$ cat config.mk
export PLATFORM = sky130hd
export DESIGN_NAME = mem_access_sequencer_flat
export DESIGN_NICKNAME = d
export VERILOG_FILES = /design/src/rtl/mem_access_sequencer_if.sv /design/src/rtl/mem_access_sequencer.sv /design/src/flat_wrapper.sv
export SDC_FILE = /design/constraint.sdc
export NUM_CORES = 1
export LEC_CHECK = 0
export CORE_MARGIN = 5
export CORE_UTILIZATION = 45
export DETAILED_ROUTE_END_ITERATION = 16
export HOLD_SLACK_MARGIN = 0.08
export PLACE_DENSITY = 0.8
export SYNTH_ARGS = -nofsm -noshare
export SYNTH_HDL_FRONTEND = slang
export SYNTH_SLANG_ARGS = --single-unit
$ cat constraint.sdc
create_clock -name clk -period 3.8 [get_ports clk]
set_input_delay 0.95 -clock clk [delete_from_list [all_inputs] [get_ports clk]]
set_output_delay 0.95 -clock clk [all_outputs]
set_load 0.01 [all_outputs]
$ cat src/rtl/mem_access_sequencer_if.sv
// mem_access_sequencer_if
//   Data-RAM bus between the load/store sequencer (master) and the RAM (slave).
//   ram_req    master->slave  request, held until ram_ack
//   ram_we     master->slave  1 = write
//   ram_addr   master->slave  word address (low two bits zero)
//   ram_be     master->slave  byte enables, bit i covers bits [8i+7:8i]
//   ram_wdata  master->slave  lane-replicated store data
//   ram_ack    slave->master  transaction completes in the cycle it is high
//   ram_rdata  slave->master  read word, valid with ram_ack
interface mem_access_sequencer_if;
   logic        ram_req;
   logic        ram_we;
   logic [31:0] ram_addr;
   logic [3:0]  ram_be;
   logic [31:0] ram_wdata;
   logic        ram_ack;
   logic [31:0] ram_rdata;

   modport master (
      output ram_req, ram_we, ram_addr, ram_be, ram_wdata,
      input  ram_ack, ram_rdata
   );

   modport slave (
      input  ram_req, ram_we, ram_addr, ram_be, ram_wdata,
      output ram_ack, ram_rdata
   );
endinterface

$ cat src/rtl/mem_access_sequencer.sv
// mem_access_sequencer
//   Multi-cycle sequencer between the datapath load/store stage and the data
//   RAM. One RAM transaction per access; generates byte lanes, extracts and
//   extends load data, stalls the datapath until the access completes.
//   Misaligned/illegal accesses and RAM timeouts are reported as pulses.
// Parameters
//   TIMEOUT      ACCESS cycles without ram_ack before abort (1..255)
// Ports
//   clk, reset   clock (rising edge), synchronous active-high reset
//   mem_en       access request, sampled in IDLE only
//   mem_rw       1 = load, 0 = store
//   mem_size     00 byte, 01 half, 10 word, 11 illegal
//   mem_sign     1 = sign-extend load, 0 = zero-extend
//   mem_addr     byte address
//   mem_wdata    store data, right-justified
//   stall        hold datapath (combinational)
//   rdata        extended load data, holds until the next load completes
//   rdata_valid  1-cycle pulse, load completed OK
//   align_err    1-cycle pulse, misaligned/illegal access rejected
//   bus_err      1-cycle pulse, RAM timeout
//   ram_bus      RAM bus (master side)
module mem_access_sequencer #(
   parameter int unsigned TIMEOUT = 255
) (
   input  logic        clk,
   input  logic        reset,
   input  logic        mem_en,
   input  logic        mem_rw,
   input  logic [1:0]  mem_size,
   input  logic        mem_sign,
   input  logic [31:0] mem_addr,
   input  logic [31:0] mem_wdata,
   output logic        stall,
   output logic [31:0] rdata,
   output logic        rdata_valid,
   output logic        align_err,
   output logic        bus_err,
   mem_access_sequencer_if.master ram_bus
);

   typedef enum logic [1:0] {S_IDLE, S_ACCESS, S_DONE, S_ERR} state_t;

   state_t      state_q, state_d;
   logic [31:0] addr_q, wdata_q;
   logic [1:0]  size_q;
   logic        sign_q, rw_q;
   logic [7:0]  tcnt_q;
   logic        load_ok_q, tmo_q;

   logic        aligned, in_access, expired;
   logic [3:0]  be_c;
   logic [31:0] wdata_c, load_ext;
   logic [15:0] lane;

   always_comb begin
      unique case (mem_size)
         2'b00:   aligned = 1'b1;
         2'b01:   aligned = ~mem_addr[0];
         2'b10:   aligned = (mem_addr[1:0] == 2'b00);
         default: aligned = 1'b0;
      endcase
   end

   assign in_access = (state_q == S_ACCESS);
   // Abort on the TIMEOUT-th ACCESS cycle that passes without an ack.
   assign expired   = in_access && !ram_bus.ram_ack && (tcnt_q == 8'(TIMEOUT - 1));

   always_ff @(posedge clk) begin
      if (reset) state_q <= S_IDLE;
      else       state_q <= state_d;
   end

   always_comb begin
      state_d     = state_q;
      stall       = 1'b0;
      rdata_valid = 1'b0;
      align_err   = 1'b0;
      bus_err     = 1'b0;
      unique case (state_q)
         S_IDLE: begin
            stall = mem_en & aligned;
            if (mem_en) state_d = aligned ? S_ACCESS : S_ERR;
         end
         S_ACCESS: begin
            stall = 1'b1;
            if (ram_bus.ram_ack || expired) state_d = S_DONE;
         end
         S_DONE: begin
            rdata_valid = load_ok_q;
            bus_err     = tmo_q;
            state_d     = S_IDLE;
         end
         S_ERR: begin
            align_err = 1'b1;
            state_d   = S_IDLE;
         end
         default: state_d = S_IDLE;
      endcase
   end

   // Lane generation from the captured access
   always_comb begin
      unique case (size_q)
         2'b00: begin
            be_c    = 4'b0001 << addr_q[1:0];
            wdata_c = {4{wdata_q[7:0]}};
         end
         2'b01: begin
            be_c    = addr_q[1] ? 4'b1100 : 4'b0011;
            wdata_c = {2{wdata_q[15:0]}};
         end
         default: begin
            be_c    = 4'b1111;
            wdata_c = wdata_q;
         end
      endcase
   end

   always_comb begin
      ram_bus.ram_req   = in_access;
      ram_bus.ram_we    = in_access & ~rw_q;
      ram_bus.ram_addr  = in_access ? {addr_q[31:2], 2'b00} : '0;
      ram_bus.ram_be    = in_access ? be_c : '0;
      ram_bus.ram_wdata = in_access ? wdata_c : '0;
   end

   // Load extraction: shift the addressed lane down, then extend
   always_comb begin
      lane = 16'(ram_bus.ram_rdata >> {addr_q[1:0], 3'b000});
      unique case (size_q)
         2'b00:   load_ext = {{24{sign_q & lane[7]}}, lane[7:0]};
         2'b01:   load_ext = {{16{sign_q & lane[15]}}, lane};
         default: load_ext = ram_bus.ram_rdata;
      endcase
   end

   always_ff @(posedge clk) begin
      if (reset) begin
         addr_q    <= '0;
         wdata_q   <= '0;
         size_q    <= '0;
         sign_q    <= 1'b0;
         rw_q      <= 1'b0;
         tcnt_q    <= '0;
         load_ok_q <= 1'b0;
         tmo_q     <= 1'b0;
         rdata     <= '0;
      end else begin
         unique case (state_q)
            S_IDLE: begin
               if (mem_en) begin
                  addr_q    <= mem_addr;
                  wdata_q   <= mem_wdata;
                  size_q    <= mem_size;
                  sign_q    <= mem_sign;
                  rw_q      <= mem_rw;
                  tcnt_q    <= '0;
                  load_ok_q <= 1'b0;
                  tmo_q     <= 1'b0;
               end
            end
            S_ACCESS: begin
               if (ram_bus.ram_ack) begin
                  load_ok_q <= rw_q;
                  if (rw_q) rdata <= load_ext;
               end else if (expired) begin
                  tmo_q <= 1'b1;
                  rdata <= '0;
               end else begin
                  tcnt_q <= tcnt_q + 8'd1;
               end
            end
            default: ;
         endcase
      end
   end

endmodule

$ cat src/flat_wrapper.sv
// flat-port wrapper written by rule: the top's interface ports become plain ports
module mem_access_sequencer_flat 
#(
   parameter int unsigned TIMEOUT = 255
)
  (clk, reset, mem_en, mem_rw, mem_size, mem_sign, mem_addr, mem_wdata, stall, rdata, rdata_valid, align_err, bus_err, ram_bus_ram_req, ram_bus_ram_we, ram_bus_ram_addr, ram_bus_ram_be, ram_bus_ram_wdata, ram_bus_ram_ack, ram_bus_ram_rdata);
  mem_access_sequencer_if ram_bus_i ();
  input  logic clk;
  input  logic reset;
  input  logic mem_en;
  input  logic mem_rw;
  input  logic [1:0] mem_size;
  input  logic mem_sign;
  input  logic [31:0] mem_addr;
  input  logic [31:0] mem_wdata;
  output logic stall;
  output logic [31:0] rdata;
  output logic rdata_valid;
  output logic align_err;
  output logic bus_err;
  output wire logic [$bits(ram_bus_i.ram_req)-1:0] ram_bus_ram_req;
  output wire logic [$bits(ram_bus_i.ram_we)-1:0] ram_bus_ram_we;
  output wire logic [$bits(ram_bus_i.ram_addr)-1:0] ram_bus_ram_addr;
  output wire logic [$bits(ram_bus_i.ram_be)-1:0] ram_bus_ram_be;
  output wire logic [$bits(ram_bus_i.ram_wdata)-1:0] ram_bus_ram_wdata;
  input wire logic [$bits(ram_bus_i.ram_ack)-1:0] ram_bus_ram_ack;
  input wire logic [$bits(ram_bus_i.ram_rdata)-1:0] ram_bus_ram_rdata;
  assign ram_bus_ram_req = ram_bus_i.ram_req;
  assign ram_bus_ram_we = ram_bus_i.ram_we;
  assign ram_bus_ram_addr = ram_bus_i.ram_addr;
  assign ram_bus_ram_be = ram_bus_i.ram_be;
  assign ram_bus_ram_wdata = ram_bus_i.ram_wdata;
  assign ram_bus_i.ram_ack = ram_bus_ram_ack;
  assign ram_bus_i.ram_rdata = ram_bus_ram_rdata;
  mem_access_sequencer #(.TIMEOUT(TIMEOUT)) u_core (.clk(clk), .reset(reset), .mem_en(mem_en), .mem_rw(mem_rw), .mem_size(mem_size), .mem_sign(mem_sign), .mem_addr(mem_addr), .mem_wdata(mem_wdata), .stall(stall), .rdata(rdata), .rdata_valid(rdata_valid), .align_err(align_err), .bus_err(bus_err), .ram_bus(ram_bus_i));
endmodule
# Word-level counts from Yosys, hierarchy flattened

Index checks and enable logic that the tools add are counted.

Register bits after elaboration: 112
Input port bits: 104
Output and inout port bits: 106
Word-level logic and storage cells: 79

Add/sub/neg operators: 1
Eq/ne operators: 14
Shift-type cells: 2
Muxes and demuxes: 29
Bitwise operators: 6
Reductions and logical operators: 17

Operators with widths:

| operator            | count |
|---|---|
| $mux 32             | 5 |
| $pmux 32 s2         | 2 |
| $shr 32x5->16       | 1 |
| $mux 8              | 3 |
| $pmux 8 s2          | 1 |
| $ne 2x2->1 const B  | 6 |
| $add 8x1->8 const B | 1 |
| $eq 8x8->1 const B  | 1 |
| $logic_not 2->1     | 4 |
| $mux 4              | 2 |
| $pmux 4 s2          | 1 |
| $reduce_and 4->1    | 2 |
| $mux 1              | 7 |
| $eq 2x1->1 const B  | 3 |
| $eq 2x2->1 const B  | 3 |
| $mux 2              | 3 |
| $pmux 1 s2          | 3 |
| $pmux 2 s3          | 1 |
| $reduce_and 3->1    | 2 |
| $and 1x1->1         | 4 |
| $reduce_and 2->1    | 2 |
| $reduce_bool 2->1   | 2 |
| $shl 1x2->4 const A | 1 |
| $pmux 1 s3          | 1 |
| 6 further kinds     | 8 |

# Longest topological paths before layout

Depth in word-level cells: 6
Mapped depth: 8
Mapped depth without buffers: 6

# Worst setup path before layout

Ideal clock, no wire load.

Path kind: input port to output port
Start point: in mem_en
End point: out stall
Arrival time: 1608 ps
Data required time: 2850 ps
Path slack: 1242 ps
Stages on the path: 3
Buffers on the path: 1
Cell sequence: nand2_1 clkbuf_1 o21ai_0

Longest elaborated chain between the ends: 2

Ends and longest elaborated chain:

| element            | RTL line                   | RTL |
|---|---|---|
| start: declaration | flat_wrapper.sv:10         | `input logic mem_en;` |
| $and 1x1->1        | mem_access_sequencer.sv:81 | `stall = mem_en & aligned;` |
| $pmux 1 s2         | mem_access_sequencer.sv:79 | `unique case (state_q)` |
| end: declaration   | flat_wrapper.sv:16         | `output logic stall;` |

Every way passes these cells.

# Final worst setup path

Start point: in mem_size[0]
End point: out stall

Longest elaborated chain between the ends: 4
Elaborated cells between the ends (all ways): 6
Those cells by class: 2 x eq/ne; 2 x mux; 1 x bitwise; 1 x reduce/logical

Ends and longest elaborated chain:

| element                            | RTL line                   | RTL |
|---|---|---|
| start: declaration                 | flat_wrapper.sv:12         | `input logic [1:0] mem_size;` |
| $eq 2x2->1 (tied with other cells) | mem_access_sequencer.sv:56 | `unique case (mem_size)` |
| $pmux 1 s3 (*)                     | mem_access_sequencer.sv:56 |  |
| $and 1x1->1 (*)                    | mem_access_sequencer.sv:81 |  |
| $pmux 1 s2 (*)                     | mem_access_sequencer.sv:79 |  |

Every way passes the cells marked *; elsewhere a longest branch is shown, timed or not.

==> summary.md <==
| Metric | Value |
|---|---|
| CP Max Fanout | 3 |
| Port Buffer Count | 207 |
| Layout Nets | 976 |
| Sequential standard cell area | 2242 um2 |
| Detailed Place HPWL | 13.05 mm |
| Cells after Synth | 692 |
| FF+latch count, synth | 112 |
| IO Pins | 210 |
| GP Congestion | 0.8818 |
| CP Data Arrival Time | 2.51 ns |
| TNS Setup | 0 ns |
| Residual DRC count | 0 |
| Wirelength per Cell | 17.25 um |
| Initial DRC Count | 312 |
| Worst skew pair latency | 0.35 ns |
| Max-Cap Viols | 0 |
| Power Dens Cells | 344.6 nW/um2 |
| YS warnings | 0 |
| Syn avg cell area | 7.757 um2 |
| Post-route ant nets | 0 |
| Initial antenna violation count | 0 |
| Pre-antenna DRT Iters | 5 |
| Clk buf depth | 2 |
| Vias in the first global route | 5602 |
| Status | completed |
| Area contributors post-synth | dfxtp_1, nand2_1, a21oi_1 |
| Tot GR Track Use | 24.15% |
| Hold buffer count at CTS | 0 |
| RSZ-0062 raised after global routing | false |
| Clk root buf | clkbuf_16 |
| Final Max Slew Viols | 0 |
| Sequential cell area fraction in the yosys report | 41.77% |
| First-pass GRT wire length | 28.01 mm |
| Worst Hold Class | flip-flop to flip-flop |
| Fill cell count | 961 |
| Setup ws final | 0.3355 ns |
| Post-CTS Resized | 0 |
| Cell Area, Synth | 5368 um2 |
| Worst Setup End Kind | output port |
| Post-Route Utilization | 67.01% |
| Period utilisation layout | 91.17% |
| Core footprint | 11560 um2 |
| Largest net degree at the start of global routing | 73 |
| Critical path launch point type | input pin |
| Pre-CTS setup slack | 0.3242 ns |
| Clock Sink Count | 112 |
| Unique masters post-synth | 51 |
| DR vias/cell | 5.508 |
| Share of layout cells above drive strength 1 | 4.457% |
| Peak VDD IR | 0.0003201 V |
| Normalized max-slew margin | 35.77% |
| Most frequent cell after synthesis | nand2_1 |
| Post-Route WL | 17.57 mm |
| Slew @ Worst Pin | 0.9635 ns |
| Top cell type's share of synthesized area | 41.77% |
| Leak pwr | 2.789 nW |
| Antenna cells | 0 |
| Final setup vio count | 0 |
| H-tree depth | 3 |
| Setup Crit Path Kind | input pin to output port |
| Yosys top cell by area | dfxtp_1 |
| Main synth FF type | dfxtp_1 |
| Crit path time final | 3.465 ns |
| Clk slew on worst S/H paths | 0.07 ns |
| Grt total ovfl | 0 |
| Setup repair bufs after CTS | 0 |
| Hold Violations, Final | 0 |
| Area taken by multi-input logic gates | 2864 um2 |
| Highest clock rate | 0.2886 GHz |
| Area Growth Syn to Fin | 44.38% |
| Post-synth top cells | nand2_1, dfxtp_1, a21oi_1 |
| Worst EP required | 2.85 ns |
| Clock Skews | 0.005907 ns |
| Initial Utilization | 46.41% |
| Die width | 119.2 um |
| Die Y | 119.2 um |
| Inserted Clock Buffers | 9 |
| Async set-reset flop share out of synthesis | 0% |
| Via count | 5607 |
| DIE AREA | 14210 um2 |
| CTS tree | done |
| EDFF count, synth | 0 |
| Site row count | 39 |
## stage by stage
| step | std cells | power [mW] | hold WS [ns] | instance area, um2 |
|---|---|---|---|---|
| floorplan | 693 | 1.552 | 0.4297 | 5371 |
| global placement | 1002 | 1.772 | 0.4374 | 7465 |
| detailed placement | 1002 | 1.785 | 0.4418 | 7465 |
| CTS | 1018 | 2.684 | 0.4513 | 7750 |
| global route | 1018 | 2.790 | 0.4695 | 7750 |
| finish | 1018 | 2.670 | 0.4506 | 7750 |
## cell usage in the layout, fill, tap and decap left out, drive strengths merged, types with 3 or more instances in the layout
cell,count
a21oi,105
a221o,9
and2,46
buf,12
clkbuf,13
clkdlybuf4s50,206
clkinv,5
dfxtp,112
inv,6
mux2,3
mux2i,24
nand2,160
nand2b,5
nand3,13
nor2,57
nor2b,10
nor3b,4
o211ai,13
o21ai,15
o2bb2ai,23
or2,3
or3,3
## layout make-up
cell class	count	share of cell area [%]
multi-input combinational	521	36.96
sequential	112	28.93
timing repair buffer	218	27.74
clock buffer	13	3.487
tap	143	2.309
inverter	8	0.3875
clock inverter	3	0.1937
## logic make-up (layout without fill, tap and decap cells)
family / Yosys count / in the layout / synth area share (%)
muxes: 27 / 27 / 5.105
DFF: 112 / 112 / 41.77
AOI/OAI and AO/OA: 177 / 177 / 20.61
other: 1 / 2 / 0.06986
and+or+nand+nor: 312 / 312 / 26.74
xor gates and xnor gates: 1 / 1 / 0.1632
buffers and inverters: 60 / 242 / 5.082
adders and majority gates: 2 / 2 / 0.4661
## flip-flops by register name (all words and copies together), names as in the netlist
register          count
u_core.tmo_q          1
u_core.load_ok_q      1
u_core.wdata_q       32
u_core.state_q        2
u_core.addr_q        32
u_core.size_q         2
u_core.rdata         32
u_core.sign_q         1
u_core.rw_q           1
u_core.tcnt_q         8
## report_power, final
part	switching (mW)	internal, mW	leakage (nW)
logic	0.253	0.232	1.73
clock network	0.412	0.496	0.145
registers	0.0490	1.23	0.913
total	0.714	1.96	2.79
## metal layers
layer	vias to the layer above	part of all wire, %	track usage [%]
met2	259	47	40.06
li1	2702	-	-
met4	0	3.1	9.341
met3	42	9.0	9.336
met5	-	0	0
met1	2604	41	28.18
## final timing paths
check / from / endpoint / slack (ns) / cells after the start
worst max-delay path: mem_size[0] / stall / 0.34 / 5
worst min-delay path: u_core.addr_q[23]$_SDFFE_PP0P_ / u_core.addr_q[23]$_SDFFE_PP0P_ / 0.45 / 2
worst max register to register: u_core.state_q[1]$_SDFFE_PP0P_ / u_core.rdata[5]$_SDFFE_PP0P_ / 1.35 / 5
worst min register to register: u_core.addr_q[23]$_SDFFE_PP0P_ / u_core.addr_q[23]$_SDFFE_PP0P_ / 0.45 / 2
## critical path, stage by stage
cell and delay (ns):
clkdlybuf4s50_1 0.51, nor3_1 0.07, nor2_1 0.30, o21ai_0 0.15, clkdlybuf4s50_1 0.53
No activity file was read; power rests on OpenSTA's default activity.
